[config.mk]
export PLATFORM = sky130hd
export DESIGN_NAME = systolic_feeder
export DESIGN_NICKNAME = d
export VERILOG_FILES = /design/src/rtl/systolic_feeder_pkg.sv /design/src/rtl/systolic_feeder_skew_line.sv /design/src/rtl/systolic_feeder.sv
export SDC_FILE = /design/constraint.sdc
export NUM_CORES = 1
export LEC_CHECK = 0
export ABC_AREA = 1
export CAP_MARGIN = 20
export CORE_AREA = 2 2 133 187
export DETAILED_ROUTE_END_ITERATION = 10
export DIE_AREA = 0 0 135 189
export PLACE_DENSITY = 0.74
export REMOVE_ABC_BUFFERS = 1
export SYNTH_ARGS = -nofsm -noshare
export SYNTH_HDL_FRONTEND = slang
export SYNTH_SLANG_ARGS = --single-unit
[constraint.sdc]
create_clock -name clk -period 1.4 [get_ports clk]
set_input_delay 0.28 -clock clk [delete_from_list [all_inputs] [get_ports clk]]
set_output_delay 0.28 -clock clk [all_outputs]
set_load 0.02 [all_outputs]
[src/rtl/systolic_feeder_pkg.sv]
// Shared definitions for the systolic operand feeder: FSM encoding and the
// MSB-first lane packing used by both the feeder and the array.
package systolic_feeder_pkg;

  // Feeder control states. The encoding is also exported on dbg_state.
  typedef enum logic [1:0] {
    ST_IDLE  = 2'd0,
    ST_LOAD  = 2'd1,
    ST_DRAIN = 2'd2
  } feeder_state_t;

  localparam int STATE_W = 2;

  // LSB position of lane idx in a bus of `lanes` elements of `width` bits,
  // with element 0 occupying the most-significant slot.
  function automatic int lane_lsb(input int lanes, input int idx, input int width);
    return (lanes - 1 - idx) * width;
  endfunction

endpackage

[src/rtl/systolic_feeder_skew_line.sv]
// One skew lane: DEPTH zero-reset delay stages followed by an output register.
// DEPTH = 0 degenerates to a single output register.
module skew_line #(
  parameter int WIDTH = 16,
  parameter int DEPTH = 0
) (
  input  logic             clk,
  input  logic             rst_n,
  input  logic [WIDTH-1:0] din,
  output logic [WIDTH-1:0] dout
);

  logic [WIDTH-1:0] tail;

  generate
    if (DEPTH == 0) begin : g_direct
      assign tail = din;
    end else begin : g_chain
      logic [WIDTH-1:0] stage [DEPTH];

      // Delay chain: each stage adds one cycle of skew.
      always_ff @(posedge clk or negedge rst_n) begin
        if (!rst_n) begin
          for (int s = 0; s < DEPTH; s++) stage[s] <= '0;
        end else begin
          stage[0] <= din;
          for (int s = 1; s < DEPTH; s++) stage[s] <= stage[s-1];
        end
      end

      assign tail = stage[DEPTH-1];
    end
  endgenerate

  // Output register driving the array edge.
  always_ff @(posedge clk or negedge rst_n) begin
    if (!rst_n) dout <= '0;
    else        dout <= tail;
  end

endmodule

[src/rtl/systolic_feeder.sv]
// Operand stager for the systolic array. Takes one K-slice per beat (A column,
// B row), skews lane i/j by i/j cycles, zero-fills idle cycles, and pulses
// done once the last operand has reached the far corner of the array.
//
// Handshake: a beat transfers on a rising edge where in_valid and in_ready are
// both high. in_ready is high for the whole LOAD state and depends only on
// state; in_valid may be raised or dropped freely, and a cycle without a
// transfer injects an all-zero bubble into the skew lines.
module systolic_feeder
  import systolic_feeder_pkg::*;
#(
  parameter int WIDTH = 16,
  parameter int I     = 4,
  parameter int J     = 4,
  parameter int KW    = 8
) (
  input  logic               clk,
  input  logic               rst_n,
  input  logic               start,
  input  logic [KW-1:0]      k_len,
  input  logic               in_valid,
  output logic               in_ready,
  input  logic [I*WIDTH-1:0] a_vec,
  input  logic [J*WIDTH-1:0] b_vec,
  output logic [I*WIDTH-1:0] out_west,
  output logic [J*WIDTH-1:0] out_north,
  output logic               busy,
  output logic               done,
  output logic [STATE_W-1:0] dbg_state
);

  // Drain counter must hold I+J-1.
  localparam int DW = $clog2(I + J);
  localparam logic [DW-1:0] DRAIN_LOAD = DW'(I + J - 1);

  feeder_state_t state, state_next;
  logic [KW-1:0] beat_cnt, beat_next;
  logic [DW-1:0] drain_cnt, drain_next;

  logic               accept;
  logic [I*WIDTH-1:0] a_in;
  logic [J*WIDTH-1:0] b_in;

  // State and counter registers.
  always_ff @(posedge clk or negedge rst_n) begin
    if (!rst_n) begin
      state     <= ST_IDLE;
      beat_cnt  <= '0;
      drain_cnt <= '0;
    end else begin
      state     <= state_next;
      beat_cnt  <= beat_next;
      drain_cnt <= drain_next;
    end
  end

  // Next-state and counter update logic.
  always_comb begin
    state_next = state;
    beat_next  = beat_cnt;
    drain_next = drain_cnt;
    case (state)
      ST_IDLE: begin
        if (start) begin
          if (k_len != '0) begin
            state_next = ST_LOAD;
            beat_next  = k_len;
          end else begin
            // Empty pass: go straight to the done cycle.
            state_next = ST_DRAIN;
            drain_next = '0;
          end
        end
      end
      ST_LOAD: begin
        if (in_valid) begin
          beat_next = beat_cnt - KW'(1);
          if (beat_cnt == KW'(1)) begin
            state_next = ST_DRAIN;
            drain_next = DRAIN_LOAD;
          end
        end
      end
      ST_DRAIN: begin
        if (drain_cnt == '0) state_next = ST_IDLE;
        else                 drain_next = drain_cnt - DW'(1);
      end
      default: begin
        state_next = ST_IDLE;
      end
    endcase
  end

  // Moore outputs decoded from state.
  always_comb begin
    in_ready  = 1'b0;
    busy      = 1'b0;
    done      = 1'b0;
    dbg_state = state;
    case (state)
      ST_LOAD:  begin in_ready = 1'b1; busy = 1'b1; end
      ST_DRAIN: begin busy = 1'b1; done = (drain_cnt == '0); end
      default:  begin end
    endcase
  end

  assign accept = in_valid & in_ready;

  // Non-transfer cycles feed zeros so the array accumulates nothing.
  always_comb begin
    a_in = '0;
    b_in = '0;
    if (accept) begin
      a_in = a_vec;
      b_in = b_vec;
    end
  end

  // West edge: lane i delayed by i cycles.
  generate
    for (genvar gi = 0; gi < I; gi++) begin : g_west
      skew_line #(.WIDTH(WIDTH), .DEPTH(gi)) u_line (
        .clk  (clk),
        .rst_n(rst_n),
        .din  (a_in[lane_lsb(I, gi, WIDTH) +: WIDTH]),
        .dout (out_west[lane_lsb(I, gi, WIDTH) +: WIDTH])
      );
    end
    // North edge: lane j delayed by j cycles.
    for (genvar gj = 0; gj < J; gj++) begin : g_north
      skew_line #(.WIDTH(WIDTH), .DEPTH(gj)) u_line (
        .clk  (clk),
        .rst_n(rst_n),
        .din  (b_in[lane_lsb(J, gj, WIDTH) +: WIDTH]),
        .dout (out_north[lane_lsb(J, gj, WIDTH) +: WIDTH])
      );
    end
  endgenerate

endmodule

==> summary.md, run 1 <==
| Metric | Value |
|---|---|
| Post-Route Setup TNS | `-5367 ps` |
| Worst min path class | `input pin to register` |
| Residual DRC | `0` |
| Initial core utilization | `42.29%` |
| Post-Syn Area per Cell | `13.46 sq um` |
| # port buffers | `272` |
| Gpl congestion | `0.8186` |
| Setup violators final | `105` |
| Final Util | `61.80%` |
| Ys Warns | `0` |
| Clock power share | `~33%` |
| Post-layout power | `26.52 mW` |
| Failing checks | `negative setup slack` |
| Slew of the pin with the lowest slew margin | `~460 ps` |
| Post-synthesis cell area | `~10000 sq um` |
| Setup ws final | `-500.5 ps` |
| Gate power share | `a little under a quarter` |
| Ys flop type | `dfrtp_1` |
| Worst EP arrival | `roughly 1600 ps` |
| Final HPWL DP | `14.13 mm` |
| Top achievable clock speed | `0.5262 GHz` |
| Max Fanout on Critical Path | `2` |
| Clk root buf | `clkbuf_16` |
| Clock period minus worst slack | `about 1900 ps` |
| Num CTS Buffers | `31` |
| Post-synthesis async set-or-reset flop share | `100.0%` |
| Post-synthesis cell count | `about 750` |
| Die Y | `189 um` |
| Via-to-Cell Ratio | `around 4.3` |
| Core footprint | `~24000 sq um` |
| Internal Power | `19.01 mW` |
| FP Rows | `67` |
| Setup crit end kind | `output port` |
| CTS tree | `built` |
| P_leak | `between 8 and 9 nW` |
| Gr ovfl total | `0` |
| CP startpoint kind | `register` |
| Pre-CTS setup slack | `-282.9 ps` |
| IO Pins | `273` |
| Wire length per cell | `approximately 15 um` |
| Commonest non-fill, non-tap cell in the layout | `dfrtp_1` |
| Antenna diode count | `0` |
| Number of clock sinks | `between 300 and 400` |
| Initial antenna violation count | `3` |
| Seq/Total Area, Yosys | `between 80% and 90%` |
| Slew Viols, Final | `0` |
| Vias | `around 6000` |
| Chip width | `135 um` |
| Max_slew headroom | `between 60% and 70%` |
| Worst-path clk slew | `approximately 70 ps` |
| Longest Clk Path Bufs | `3` |
| VDD IR-drop max | `1113 uV` |
| RSZ-0062 raised after global routing | `true` |
| PD cells | `~1800 nW/um^2` |
| CTS H-tree lvls | `1` |
| Switching power share of the total | `between 20 and 30%` |
| Die Footprint | `25520 sq um` |
| Switching power | `7.513 mW` |
| Total track usage | `between 10% and 20%` |
| Max-cap violations | `0` |
| First-pass GRT wire length | `roughly 33 mm` |
| Starting DRT DRC Count | `192` |
| Sequential share of power | `a little over two fifths` |
| Tcrit/Tclk final | `135.8%` |
| Status | `finished, violations left` |
| Area Overhead vs Synth | `46.16%` |
| WL final | `around 21 mm` |
| Share of cells above drive strength 1 | `26.38%` |
| Clock latency on the worst-skew pair | `550 ps` |
| Synth cell types | `21` |
| Post-route antenna net violation count | `0` |
| Commonest cells after routing, fill and taps aside | `dfrtp_1, inv_1, clkdlybuf4s50_1` |
| EDFF count, synth | `0` |
| Final Hold Vio Count | `0` |
| Worst Path Required | `approximately 1100 ps` |
| Largest net degree at the start of global routing | `53` |
| Worst clock skew | `roughly 8.4 ps` |
| Synth Register Bits | `333` |
| Vias in the first global route | `between 6000 and 7000` |
| Drt pass-1 iters | `4` |
| Setup CP Type | `register to output port` |
| # nets final | `around 1200` |
-- stage by stage --
stage,hold slack (ps),cell area [sq um],std cells
4_1_cts,203.6,14130,1411
6_report,231.8,14710,1417
3_3_place_gp,203.7,13380,1342
3_5_place_dp,204.2,13380,1342
2_1_floorplan,-15.59,9981,732
5_1_grt,209.1,14710,1417
-- power by group through the flow --
stage                     Combinational (mW)  Clock [mW]  Sequential (mW)
final                                   6.12        8.81             11.6
after global routing                    6.61        9.47             11.7
after CTS                               5.51        9.03             11.5
after floorplan                         1.89           0             12.3
after detailed placement                5.25           0             11.7
after global placement                  5.14           0             11.6
-- worst paths after layout --
path / start / endpoint / slack (ps) / depth (start not counted)
min in group asynchronous: rst_n / g_north[2].u_line.tail[10] / 240 / 2
worst max-delay path: drain_cnt[0] / done / -500 / 7
max in group asynchronous: rst_n / g_west[3].u_line.dout[7] / 540 / 3
worst max register to register: dbg_state[0] / drain_cnt[0] / -280 / 9
worst min register to register: g_north[1].u_line.g_chain.stage[14] / g_north[1].u_line.dout[14] / 340 / 0
worst min-delay path: b_vec[36] / g_north[1].u_line.g_chain.stage[4] / 230 / 3
-- flip-flops by register name, indices dropped and copies added, names as in the netlist --
name,cells
g_north.u_line.g_chain.stage,64
g_north.u_line.tail,32
g_west.u_line.dout,64
beat_cnt,8
g_west.u_line.g_chain.stage,64
dbg_state,2
g_west.u_line.tail,32
drain_cnt,3
g_north.u_line.dout,64
-- layout make-up --
class,instances,area [sq um]
Clock buffer,43,900.9
Multi-Input combinational cell,248,1281
Fill cell,1871,9094
Timing Repair Buffer,317,3013
Sequential cell,333,8333
Timing Repair inverter,1,6.256
Clock inverter,14,207.7
Tap cell,310,387.9
Inverter,151,584.3
-- cells by family (layout without fill, tap and decap cells) --
group	after synthesis	count (layout)	synth area share, %
compound gates	15	15	0.7829
fa+ha+maj	8	8	0.9943
buf+inv	167	526	6.513
flops	333	333	82.77
simple gates	225	225	8.936
-- what timing repair did --
item                       in CTS  in global routing
buffers inserted                8                  5
pin swaps                      15                  5
hold buffers                    1                  0
hold endpoints to repair      267                  0
resized for setup             582                177
setup endpoints to repair     256                 84
gates cloned                    3                  2
-- metal layers --
| metal | vias up | track usage, % | wire [um] |
|---|---|---|---|
| met1 | 2955 | 17.14 | 7237 |
| met5 | - | 0 | 40 |
| met3 | 47 | 5.810 | 1833 |
| met2 | 199 | 30.55 | 11560 |
| li1 | 2823 | - | - |
| met4 | 6 | 6.130 | 640 |
-- Yosys cell counts, types with 2 or more instances --
master     n  share of area, %
nor2_1   149               5.6
nor3_1     2             0.099
buf_2     15              0.75
o21ai_0    5              0.25
o21ai_1    5              0.25
dfrtp_1  333                83
a21oi_1    4              0.20
nor2_4     2              0.22
inv_1    149               5.6
nor2_2     4              0.25
nand2_1   54               2.0
nand3_1   10              0.50
ha_1       8              0.99
-- critical path: stages (launching register included) --
cell and delay (ps):
dfrtp_1 370, inv_2 70, ha_4 160, ha_4 150, nand2_2 50, inv_2 40, buf_6 100, buf_6 120
Note: power is estimated with default switching activity, not from simulation.
==> inputs of run 2 (changes only) <==
ABC_AREA = default   (was 1)
CORE_AREA = 2 2 132 185   (was 2 2 133 187)
DIE_AREA = 0 0 134 187   (was 0 0 135 189)
==> summary.md, run 2 <==
| Metric | Value |
|---|---|
| Status | `finished, violations left` |
| Failing checks | `negative setup slack` |
| Commonest non-fill, non-tap cell in the layout | `dfrtp_1` |
| Synth cell types | `36 (+71%)` |
| VDD IR-drop max | `1282 uV (+15%)` |
| Slew of the pin with the lowest slew margin | `535.3 ps (+75.69 ps)` |
| Reg2reg path depth | `4 (-5)` |
| CTS H-tree lvls | `1 (unchanged)` |
| Setup violators final | `138 (+31%)` |
| Worst EP arrival | `1530 ps (-90 ps)` |
| Residual DRC | `0 (unchanged)` |
| Final Util | `65.10% (+3.3 points)` |
| Worst reg2reg setup slack | `-390 ps (-110 ps)` |
| Reg2reg end | `drain_cnt[0]` |
| Largest net degree at the start of global routing | `121 (+130%)` |
| Die Footprint | `25060 sq um (-1.8%)` |
| Critical Path Sink | `done` |
| Max Fanout on Critical Path | `3 (+1)` |
| Share of cells above drive strength 1 | `43.64% (+17 points)` |
| PD cells | `1933 nW/um^2 (+7.2%)` |
| Multiplexer area fraction after synthesis | `0.7220% (+0.72 points)` |
| Number of clock sinks | `333 (unchanged)` |
| First-pass GRT wire length | `35.78 mm (+9.4%)` |
| WL final | `25.21 mm (+18%)` |
| Post-Synth Adder-Cell Area | `1.013% (+0.019 points)` |
| Worst Path Required | `1120 ps (about the same)` |
| Post-Syn Area per Cell | `17.03 sq um (+27%)` |
| Final HPWL DP | `13.97 mm (-1.1%)` |
| Worst min path class | `input pin to register` |
| Setup crit end kind | `output port` |
| Post-synthesis cell area | `9878 sq um (-1.9%)` |
| Simple-gate area share of the yosys netlist | `10.59% (+1.7 points)` |
| Top-area cell type share of the netlist area | `84.36% (+1.6 points)` |
| Post-route antenna net violation count | `0 (unchanged)` |
| Max_slew headroom | `64.31% (-4.8 points)` |
| IO Pins | `273 (unchanged)` |
| Drt pass-1 iters | `5 (+1)` |
| Synth Area in Compound Gates | `1.710% (+0.93 points)` |
| Ys Warns | `0 (unchanged)` |
| Setup ws final | `-406.7 ps (+93.86 ps)` |
| Initial antenna violation count | `0 (-3)` |
| Commonest cells after routing, fill and taps aside | `dfrtp_1, clkdlybuf4s50_1, buf_2` |
| FP Rows | `67 (unchanged)` |
| Vias | `6044 (+0.23%)` |
| Worst reg2reg startpoint | `beat_cnt[3]` |
| Leading area contributor after synthesis | `dfrtp_1` |
| Antenna diode count | `0 (unchanged)` |
| Initial core utilization | `41.93% (-0.35 points)` |
| Wire length per cell | `19.74 um (+31%)` |
| Core footprint | `23560 sq um (-1.1%)` |
| Total track usage | `18.63% (+2.1 points)` |
| Gpl congestion | `0.8651 (+5.7%)` |
| Vias in the first global route | `6289 (-2.0%)` |
| CP startpoint kind | `register` |
| CTS tree | `built` |
| P_leak | `7.831 nW (-2.7%)` |
| Xor-xnor portion of the synthesized cell area | `0% (unchanged)` |
| Setup CP Type | `register to output port` |
| Slew Viols, Final | `0 (unchanged)` |
| Tcrit/Tclk final | `129.0% (-6.7 points)` |
| Post-synthesis cell count | `580 (-22%)` |
| Final Hold Vio Count | `0 (unchanged)` |
| Largest family of logic cells by synthesized area | `simple AND/OR/NAND/NOR gates` |
| Gr ovfl total | `0 (unchanged)` |
| Clk root buf | `clkbuf_16` |
| Synth top cells by count | `dfrtp_1, and3_1, clkbuf_1` |
| Area Overhead vs Synth | `55.25%` |
| RSZ-0062 raised after global routing | `true` |
| Starting DRT DRC Count | `324 (+69%)` |
| Worst setup startpoint | `dbg_state[0]` |
| Post-synthesis async set-or-reset flop share | `100.0% (unchanged)` |
| Worst clock skew | `14.26 ps (+5.860 ps)` |
| Ys flop type | `dfrtp_1` |
| Longest Clk Path Bufs | `3 (unchanged)` |
| Count leader, synth | `dfrtp_1` |
| Num CTS Buffers | `29 (-6.5%)` |
| Clock latency on the worst-skew pair | `530 ps (-20 ps)` |
| Top achievable clock speed | `0.5535 GHz (+5.2%)` |
| # nets final | `1093 (-11%)` |
| # port buffers | `272 (unchanged)` |
| Via-to-Cell Ratio | `4.733 (+11%)` |
| Synth Register Bits | `333 (unchanged)` |
| Synth top area cells | `dfrtp_1, and3_1, clkbuf_1` |
| Max-cap violations | `0 (unchanged)` |
| Seq/Total Area, Yosys | `84.36% (+1.6 points)` |
| Post-layout power | `29.64 mW (+12%)` |
| Clock period minus worst slack | `1807 ps (-93.86 ps)` |
| Chip width | `134 um (-0.74%)` |
| Worst-path clk slew | `70 ps (about the same)` |
| EDFF count, synth | `0 (unchanged)` |
| Die Y | `187 um (-1.1%)` |
-- run 2: cell types whose count changed in the layout (fill, tap and decap cells not counted), moves of 44 or more --
cell | previous run | this run
inv_1 | 143 | 7
nor2_1 | 121 | 3
and3_4 | 0 | 114
buf_2 | 65 | 128
buf_6 | 72 | 15
nand2_1 | 49 | 5
-- run 2: logic make-up (layout without fill, tap and decap cells) --
| kind of cell | Yosys count | in the layout |
|---|---|---|
| multiplexers | 7 | 7 |
| flip-flops | 333 | 333 |
| AND/OR/NAND/NOR | 168 | 168 |
| adder cells (fa/ha/maj) | 8 | 8 |
| buffers and inverters | 42 | 429 |
| AO/OA/AOI/OAI | 22 | 22 |
-- run 2: where the power goes --
group / switching [mW] / internal (mW)
logic: 4.35 / 5.10
clock network: 3.36 / 5.20
registers: 0.503 / 11.1
-- run 2: area by class of cell --
cell class	instances	area, sq um
multi-input cells	205	2097
repair buffers	365	3422
clock inverters	12	193.9
inverters	11	41.29
well taps	310	387.9
clock buffers	41	860.8
flip-flops and latches	333	8333
fillers	1641	8220
-- run 2: repair_timing --
item                       in CTS  in global routing
resized for setup             622                126
hold endpoints to repair       37                  0
pin swaps                       8                 11
setup endpoints to repair     266                146
hold buffers                    1                  0
cloned                         10                 14
buffers inserted               12                 17
-- run 2: how the worst min path moves through the flow --
| stage | start | to | slack [ps] | depth (start not counted) |
|---|---|---|---|---|
| after floorplan | rst_n | beat_cnt[0] | -20 | 0 |
| after global placement | rst_n | g_north[3].u_line.dout[7] | 230 | 1 |
| after detailed placement | rst_n | g_west[3].u_line.dout[2] | 230 | 1 |
| after CTS | in_valid | g_west[1].u_line.g_chain.stage[10] | 210 | 3 |
| after global routing | k_len[7] | beat_cnt[7] | 130 | 4 |
| final | k_len[7] | beat_cnt[7] | 140 | 4 |
-- run 2: critical path, stage by stage, from the launching register on --
cell     delay, ps
dfrtp_1        410
inv_2           90
ha_1           220
and2_4         170
buf_6          120
-- run 2: routing by layer --
layer	global-route usage, %	vias up	part of all wire [%]
li1	-	2684	-
met1	22.19	3094	37
met2	33.02	208	54
met3	3.930	58	5.7
met4	7.038	0	3.6
met5	0	-	0
-- run 2: through the flow --
step	setup slack (ps)	hold WS, ps	instance area (sq um)	std cells	setup TNS [ps]
global route	-490.7	127.1	15340	1277	-32050
floorplan	-2267	-15.59	9761	549	-220250
finish	-406.7	137.8	15340	1277	-25240
global placement	-727.0	228.9	13320	1176	-13830
detailed placement	-775.0	228.9	13320	1176	-15730
CTS	-403.7	212.0	14440	1251	-15670
